===== src/rtl/lsu_mem_master_if.sv =====
// Request/response and data-memory port bundle for lsu_mem_master.
// The master modport is the LSU's view; slave is the CPU/memory side.
interface lsu_mem_master_if #(
  parameter int Bits = 64
);
  logic            req_valid;
  logic            req_ready;
  logic            req_write;
  logic [1:0]      req_size;
  logic            req_signed;
  logic [Bits-1:0] req_addr;
  logic [Bits-1:0] req_wdata;
  logic            resp_valid;
  logic [Bits-1:0] resp_rdata;
  logic            resp_err;
  logic [Bits-1:0] mem_access_addr;
  logic [Bits-1:0] mem_write_data;
  logic            mem_write_en;
  logic            mem_read;
  logic [Bits-1:0] mem_read_data;

  modport master (
    input  req_valid, req_write, req_size, req_signed, req_addr, req_wdata,
           mem_read_data,
    output req_ready, resp_valid, resp_rdata, resp_err,
           mem_access_addr, mem_write_data, mem_write_en, mem_read
  );

  modport slave (
    output req_valid, req_write, req_size, req_signed, req_addr, req_wdata,
           mem_read_data,
    input  req_ready, resp_valid, resp_rdata, resp_err,
           mem_access_addr, mem_write_data, mem_write_en, mem_read
  );
endinterface


===== src/rtl/lsu_mem_master.sv =====
// Load/store initiator: sub-word loads with extension, read-modify-write sub-word stores.
// Define LSU_ALIGN_CHECK_EN to reject misaligned requests; otherwise the offset is truncated.
module lsu_mem_master #(
  parameter int Bits    = 64,
  parameter int MemSize = 16
) (
  input  logic             clk,
  input  logic             rst_n,
  lsu_mem_master_if.master bus
);

  typedef enum logic [1:0] {IDLE, READ, WRITE, RESP} state_t;

  state_t          state;
  logic            lat_write;
  logic [1:0]      lat_size;
  logic            lat_signed;
  logic [2:0]      lat_off;
  logic [Bits-1:0] lat_wdata;

  logic [Bits-1:0] req_idx;
  logic [2:0]      align_mask;
  logic [2:0]      req_off;
  logic            req_err;

  function automatic logic [Bits-1:0] load_extend(input logic [Bits-1:0] word,
                                                  input logic [2:0]      off,
                                                  input logic [1:0]      size,
                                                  input logic            sgn);
    logic [Bits-1:0] sh;
    sh = word >> {off, 3'b000};
    case (size)
      2'b00:   load_extend = {{(Bits-8){sgn & sh[7]}}, sh[7:0]};
      2'b01:   load_extend = {{(Bits-16){sgn & sh[15]}}, sh[15:0]};
      2'b10:   load_extend = {{(Bits-32){sgn & sh[31]}}, sh[31:0]};
      default: load_extend = sh;
    endcase
  endfunction

  function automatic logic [Bits-1:0] store_merge(input logic [Bits-1:0] word,
                                                  input logic [Bits-1:0] wdata,
                                                  input logic [2:0]      off,
                                                  input logic [1:0]      size);
    logic [Bits-1:0] lane_mask;
    case (size)
      2'b00:   lane_mask = {{(Bits-8){1'b0}}, 8'hFF};
      2'b01:   lane_mask = {{(Bits-16){1'b0}}, 16'hFFFF};
      2'b10:   lane_mask = {{(Bits-32){1'b0}}, 32'hFFFF_FFFF};
      default: lane_mask = '1;
    endcase
    lane_mask   = lane_mask << {off, 3'b000};
    store_merge = (word & ~lane_mask) | ((wdata << {off, 3'b000}) & lane_mask);
  endfunction

  // Request classification happens on the raw inputs at the accept edge.
  always_comb begin
    req_idx    = bus.req_addr >> 3;
    align_mask = 3'b111 << bus.req_size;
`ifdef LSU_ALIGN_CHECK_EN
    req_off = bus.req_addr[2:0];
    req_err = (req_idx >= Bits'(MemSize)) || (|(bus.req_addr[2:0] & ~align_mask));
`else
    req_off = bus.req_addr[2:0] & align_mask;
    req_err = (req_idx >= Bits'(MemSize));
`endif
  end

  always_ff @(posedge clk) begin
    if (!rst_n) begin
      state               <= IDLE;
      bus.req_ready       <= 1'b1;
      bus.resp_valid      <= 1'b0;
      bus.resp_rdata      <= '0;
      bus.resp_err        <= 1'b0;
      bus.mem_access_addr <= '0;
      bus.mem_write_data  <= '0;
      bus.mem_write_en    <= 1'b0;
      bus.mem_read        <= 1'b0;
    end else begin
      bus.resp_valid     <= 1'b0;
      bus.mem_write_en   <= 1'b0;
      bus.mem_write_data <= '0;
      bus.mem_read       <= 1'b0;
      case (state)
        IDLE: begin
          if (bus.req_valid) begin
            bus.req_ready       <= 1'b0;
            lat_write           <= bus.req_write;
            lat_size            <= bus.req_size;
            lat_signed          <= bus.req_signed;
            lat_off             <= req_off;
            lat_wdata           <= bus.req_wdata;
            bus.mem_access_addr <= req_idx;
            if (req_err) begin
              state          <= RESP;
              bus.resp_valid <= 1'b1;
              bus.resp_rdata <= '0;
              bus.resp_err   <= 1'b1;
            end else if (bus.req_write && bus.req_size == 2'b11) begin
              state              <= WRITE;
              bus.mem_write_en   <= 1'b1;
              bus.mem_write_data <= bus.req_wdata;
            end else begin
              state        <= READ;
              bus.mem_read <= 1'b1;
            end
          end
        end
        // The read word is consumed directly at the end of READ: merged for stores, extended for loads.
        READ: begin
          if (lat_write) begin
            state              <= WRITE;
            bus.mem_write_en   <= 1'b1;
            bus.mem_write_data <= store_merge(bus.mem_read_data, lat_wdata, lat_off, lat_size);
          end else begin
            state          <= RESP;
            bus.resp_valid <= 1'b1;
            bus.resp_rdata <= load_extend(bus.mem_read_data, lat_off, lat_size, lat_signed);
            bus.resp_err   <= 1'b0;
          end
        end
        WRITE: begin
          state          <= RESP;
          bus.resp_valid <= 1'b1;
          bus.resp_rdata <= '0;
          bus.resp_err   <= 1'b0;
        end
        RESP: begin
          state         <= IDLE;
          bus.req_ready <= 1'b1;
        end
        default: begin
          state         <= IDLE;
          bus.req_ready <= 1'b1;
        end
      endcase
    end
  end

endmodule


===== src/flat_wrapper.sv =====
// flat-port wrapper written by rule: the top's interface ports become plain ports
module lsu_mem_master_flat 
#(
  parameter int Bits    = 64,
  parameter int MemSize = 16
)
  (clk, rst_n, bus_req_valid, bus_req_write, bus_req_size, bus_req_signed, bus_req_addr, bus_req_wdata, bus_mem_read_data, bus_req_ready, bus_resp_valid, bus_resp_rdata, bus_resp_err, bus_mem_access_addr, bus_mem_write_data, bus_mem_write_en, bus_mem_read);
  lsu_mem_master_if #(.Bits(Bits)) bus_i ();
  input  logic clk;
  input  logic rst_n;
  input wire logic [$bits(bus_i.req_valid)-1:0] bus_req_valid;
  input wire logic [$bits(bus_i.req_write)-1:0] bus_req_write;
  input wire logic [$bits(bus_i.req_size)-1:0] bus_req_size;
  input wire logic [$bits(bus_i.req_signed)-1:0] bus_req_signed;
  input wire logic [$bits(bus_i.req_addr)-1:0] bus_req_addr;
  input wire logic [$bits(bus_i.req_wdata)-1:0] bus_req_wdata;
  input wire logic [$bits(bus_i.mem_read_data)-1:0] bus_mem_read_data;
  output wire logic [$bits(bus_i.req_ready)-1:0] bus_req_ready;
  output wire logic [$bits(bus_i.resp_valid)-1:0] bus_resp_valid;
  output wire logic [$bits(bus_i.resp_rdata)-1:0] bus_resp_rdata;
  output wire logic [$bits(bus_i.resp_err)-1:0] bus_resp_err;
  output wire logic [$bits(bus_i.mem_access_addr)-1:0] bus_mem_access_addr;
  output wire logic [$bits(bus_i.mem_write_data)-1:0] bus_mem_write_data;
  output wire logic [$bits(bus_i.mem_write_en)-1:0] bus_mem_write_en;
  output wire logic [$bits(bus_i.mem_read)-1:0] bus_mem_read;
  assign bus_i.req_valid = bus_req_valid;
  assign bus_i.req_write = bus_req_write;
  assign bus_i.req_size = bus_req_size;
  assign bus_i.req_signed = bus_req_signed;
  assign bus_i.req_addr = bus_req_addr;
  assign bus_i.req_wdata = bus_req_wdata;
  assign bus_i.mem_read_data = bus_mem_read_data;
  assign bus_req_ready = bus_i.req_ready;
  assign bus_resp_valid = bus_i.resp_valid;
  assign bus_resp_rdata = bus_i.resp_rdata;
  assign bus_resp_err = bus_i.resp_err;
  assign bus_mem_access_addr = bus_i.mem_access_addr;
  assign bus_mem_write_data = bus_i.mem_write_data;
  assign bus_mem_write_en = bus_i.mem_write_en;
  assign bus_mem_read = bus_i.mem_read;
  lsu_mem_master #(.Bits(Bits), .MemSize(MemSize)) u_core (.clk(clk), .rst_n(rst_n), .bus(bus_i));
endmodule

===== config.mk =====
export PLATFORM = sky130hd
export DESIGN_NAME = lsu_mem_master_flat
export DESIGN_NICKNAME = d
export VERILOG_FILES = /design/src/rtl/lsu_mem_master_if.sv /design/src/rtl/lsu_mem_master.sv /design/src/flat_wrapper.sv
export SDC_FILE = /design/constraint.sdc
export NUM_CORES = 1
export LEC_CHECK = 0
export ABC_AREA = 1
export CORE_MARGIN = 3
export CORE_UTILIZATION = 30
export CTS_CLUSTER_DIAMETER = 60
export DETAILED_ROUTE_END_ITERATION = 7
export GPL_ROUTABILITY_DRIVEN = 0
export GPL_TIMING_DRIVEN = 0
export SYNTH_ARGS = -nofsm -noshare
export SYNTH_HDL_FRONTEND = slang
export SYNTH_SLANG_ARGS = --single-unit
export TNS_END_PERCENT = 50

===== constraint.sdc =====
create_clock -name clk -period 10.93 [get_ports clk]
set_input_delay 1.093 -clock clk [delete_from_list [all_inputs] [get_ports clk]]
set_output_delay 1.093 -clock clk [all_outputs]
set_load 0.05 [all_outputs]

==> impl_metrics.sql <==
INSERT INTO impl_metrics (metric_group, metric, value, unit) VALUES
('run_status', 'result_of_the_run', 'complete, but fails checks', ''),
('run_status', 'failing_checks', 'DRC', ''),
('timing', 'layout_setup_ws', '7.415', 'ns'),
('timing', 'fmaxAchievable', '0.2845', 'GHz'),
('global_routing', 'grt.overflow.total', '0', ''),
('synthesis', 'yosysWarnings', '0', ''),
('floorplanning', 'core.rowCount', '79', ''),
('timing', 'clock_skew', '0.02489', 'ns'),
('route', 'final_wl', '70.61', 'mm'),
('timing', 'timing.final.max_slew_violations', '0', ''),
('power', 'ir_drop', '0.0001552', 'V'),
('floorplanning', 'core_region_area', '47050', 'sq um'),
('route', 'drt_first_pass_iters', '8', ''),
('run', 'timing.max_cap.violations', '0', ''),
('route', 'post_route_antenna_net_violation_count', '0', ''),
('route', 'post-route-drc-count', '4', ''),
('final_layout', 'nNetsFinal', '2752', ''),
('global_routing', 'largest_net_degree_at_the_start_of_global_routing', '37', ''),
('power', 'p_per_area', '217.2', 'nW/um^2'),
('cts', 'cts-htree-levels', '2', ''),
('timing', 'grt_setup_unrepaired', 'no', ''),
('timing', 'maxSlewHeadroom', '18.78', '%'),
('timing', 'tns', '0', 'ns'),
('timing', 'finalSetupViolCount', '0', ''),
('synthesis', 'ys.flop_type', 'dfxtp_1', ''),
('floorplanning', 'die_width', '225.5', 'microns'),
('timing', 'final.min_clock_period', '3.515', 'ns'),
('route', 'routed_wire_length_per_instance', '22.15', 'microns'),
('setup_path', 'worstSetupStartpointType', 'input port', ''),
('place', 'numPlacedInstances', '3118', ''),
('cts', 'clock_sinks', '267', ''),
('setup_path', 'cp_cell_sequence', 'clkdlybuf4s50_1 > nor2_1 > nand2_1 > nor2_1 > nand2_1 > nor2_2 > nand2_1 > nor2_1 > buf_4 > buf_4 > nand3_1 > a21oi_1', ''),
('cts', 'max-clock-path-buffers', '3', ''),
('global_routing', 'grt_pass1_vias', '16550', ''),
('cts', 'cts.reportedPaths.clkPinSlew', '0.06', 'ns'),
('place', 'buffer_ports.inserted', '391', ''),
('timing', 'worst_slew_pin_slew', '1.218', 'ns'),
('setup_path', 'timing.setup.critical_path_class', 'input port to flop', ''),
('setup_path', 'critical_path.max_stage_delay', '0.55', 'ns'),
('setup_path', 'critical_path_buf_inv_count', '3', ''),
('synthesis', 'post_synth_instance_area', '14450', 'sq um'),
('floorplanning', 'floorplan.initialDensity', '30.71', '%'),
('final_layout', 'fin_cells', '3187', ''),
('setup_path', 'worst_path_max_delay_cell', 'nor2_1', ''),
('global_routing', 'globalRouteTotalUtil', '26.98', '%'),
('global_routing', 'antenna_found_initial', '9', ''),
('synthesis', 'ys_ff_latch', '267', ''),
('setup_path', 'critPathTopFamily', 'simple AND/OR/NAND/NOR gates', ''),
('synthesis', 'synth_cells', '2116', ''),
('setup_path', 'worstSetupEndpointType', 'flop', ''),
('cts', 'cts_tree', 'done', ''),
('cts', 'worst_skew_pair_later_pin_latency', '0.54', 'ns'),
('synthesis', 'avgSynthCellArea', '6.829', 'sq um'),
('cts', 'root_driver', 'clkbuf_16', ''),
('place', 'pre_cts_slack', '6.836', 'ns'),
('setup_path', 'critPathRequiredTime', '11.37', 'ns'),
('timing', 'whs', '0.4676', 'ns'),
('synthesis', 'synth.distinct_cells', '39', ''),
('place', 'place.detailed.hpwl', '57.32', 'mm'),
('final_layout', 'post_route_cells_drive_above_1_share', '7.415', '%'),
('setup_path', 'r2r_slack', '7.86', 'ns'),
('final_layout', 'area.growth.synth_to_final', '41.19', '%'),
('power', 'total_leakage_power', '7.920', 'nW'),
('synthesis', 'synth.yosys.seq_area_share', '41.91', '%'),
('timing', 'finalHoldViolCount', '0', ''),
('route', 'dr_total_vias', '17080', ''),
('global_routing', 'grt_pass1_wl', '102.4', 'mm'),
('floorplanning', 'die_height', '225.5', 'microns'),
('cts', 'cts_inserted_buffers', '36', ''),
('floorplanning', 'design.die.area', '50840', 'sq um'),
('floorplanning', 'ioPinCount', '396', ''),
('power', 'overall_power', '0.004432', 'W'),
('synthesis', 'ys_async_sr_fraction', '0', '%'),
('synthesis', 'synth-edff-count', '71', ''),
('setup_path', 'arrival_time_at_the_worst_endpoint', '3.96', 'ns'),
('timing', 'fin_crit_sh', '32.16', '%'),
('cts', 'cts_hold_repair.buffers', '0', ''),
('route', 'detail_route.vias_per_cell', '5.359', ''),
('route', 'dr.first_iter.drc_count', '2148', ''),
('setup_path', 'worst-path-max-fanout', '10', ''),
('cts', 'post_cts_resize_count', '0', ''),
('cts', 'post-cts-setup-buffer-count', '0', ''),
('hold_path', 'class_of_the_tightest_hold_or_removal_check', 'flop to flop', '');
layer usage:
layer | part of all wire, % | routed length [microns] | track usage (%) | vias to the layer above
met5 | 0.093 | 66 | 0 | -
met4 | 5.8 | 4060 | 13.67 | 10
met3 | 15 | 10430 | 11.62 | 275
met2 | 43 | 30650 | 42.38 | 1246
met1 | 36 | 25390 | 31.44 | 7694
li1 | - | - | - | 7854
worst min-delay path, stage by stage, from the launching register on:
cell	delay, ns
dfxtp_1	0.30
nand2_1	0.06
a21oi_1	0.06
state kept, by name, indices dropped and copies added, names as in the netlist, 2 cells and up:
register	flops
u_core.lat_off	3
u_core.lat_size	2
u_core.bus.mem_access_addr	61
u_core.bus.resp_rdata	64
u_core.bus.mem_write_data	64
u_core.lat_wdata	64
u_core.state	2
power by group:
| part | switching [W] | total (W) | internal, W |
|---|---|---|---|
| combinational | 0.00137 | 0.00196 | 0.000590 |
| clock | 0.000465 | 0.00119 | 0.000720 |
| sequential | 0.0000997 | 0.00129 | 0.00119 |
layout by cell type, fill, tap and decap left out, drive strengths merged, types with 3 or more instances in the layout:
| master | netlist | layout |
|---|---|---|
| nand2 | 471 | 471 |
| nor2 | 398 | 398 |
| clkdlybuf4s50 | 0 | 391 |
| nand3 | 260 | 260 |
| dfxtp | 196 | 196 |
| o21ai | 187 | 187 |
| a21oi | 182 | 182 |
| clkbuf | 72 | 123 |
| inv | 104 | 110 |
| buf | 89 | 91 |
| edfxtp | 71 | 71 |
| o211ai | 26 | 26 |
| or2 | 15 | 15 |
| o21bai | 12 | 12 |
| a22oi | 10 | 10 |
| a211oi | 8 | 8 |
| diode | 0 | 4 |
| ha | 4 | 4 |
| clkinv | 0 | 4 |
| conb | 1 | 3 |
| nor3 | 3 | 3 |
cells in the mapped netlist, drive strengths merged (2+ instances only):
| cell type | count | share of area [%] |
|---|---|---|
| a211oi | 8 | 0.42 |
| nor2 | 398 | 11 |
| buf | 89 | 4.0 |
| o21bai | 12 | 0.62 |
| dfxtp | 196 | 27 |
| nand2 | 471 | 12 |
| a22oi | 10 | 0.55 |
| a31oi | 2 | 0.087 |
| inv | 104 | 2.7 |
| nand4 | 2 | 0.087 |
| o21ai | 187 | 6.6 |
| edfxtp | 71 | 15 |
| nor3 | 3 | 0.18 |
| ha | 4 | 0.35 |
| o211ai | 26 | 1.4 |
| a21oi | 182 | 6.4 |
| or2 | 15 | 0.65 |
| nand3 | 260 | 9.1 |
| clkbuf | 72 | 1.9 |
path summary, 6_finish.rpt:
check | cells after the start | endpoint | from
setup reg to reg | 8 | u_core.bus.mem_write_data[4]$_SDFF_PN0_ | u_core.state[0]$_SDFFE_PN0N_
setup / recovery | 12 | u_core.bus.mem_write_data[4]$_SDFF_PN0_ | bus_req_addr[26]
hold reg to reg | 2 | u_core.bus.resp_rdata[8]$_SDFFE_PN0P_ | u_core.bus.resp_rdata[8]$_SDFFE_PN0P_
hold / removal | 2 | u_core.bus.resp_rdata[8]$_SDFFE_PN0P_ | u_core.bus.resp_rdata[8]$_SDFFE_PN0P_
cells by family after synthesis:
family / share of synthesized area, %
fa+ha+maj: 0.3464
other cells: 0.02595
simple gates: 33.00
compound gates: 16.14
flops: 41.91
buf+inv: 8.581
final cells by class:
class / instances / area, sq um
multi-input combinational: 1586 / 7169
clock buffer: 51 / 1037
sequential: 267 / 6056
tap: 607 / 759.5
inverter: 104 / 390.4
clock inverter: 14 / 176.4
buffer: 161 / 849.6
timing repair buffer: 393 / 3954
fill: 4871 / 26650
antenna: 4 / 10.01
stage by stage:
stage	utilization, %	cell area, sq um
after global routing	43.36	20400
final	43.36	20400
after global placement	40.66	19130
after CTS	43.34	20390
after detailed placement	40.76	19180
after floorplan	-	14460
No activity file was read; power rests on OpenSTA's default activity.
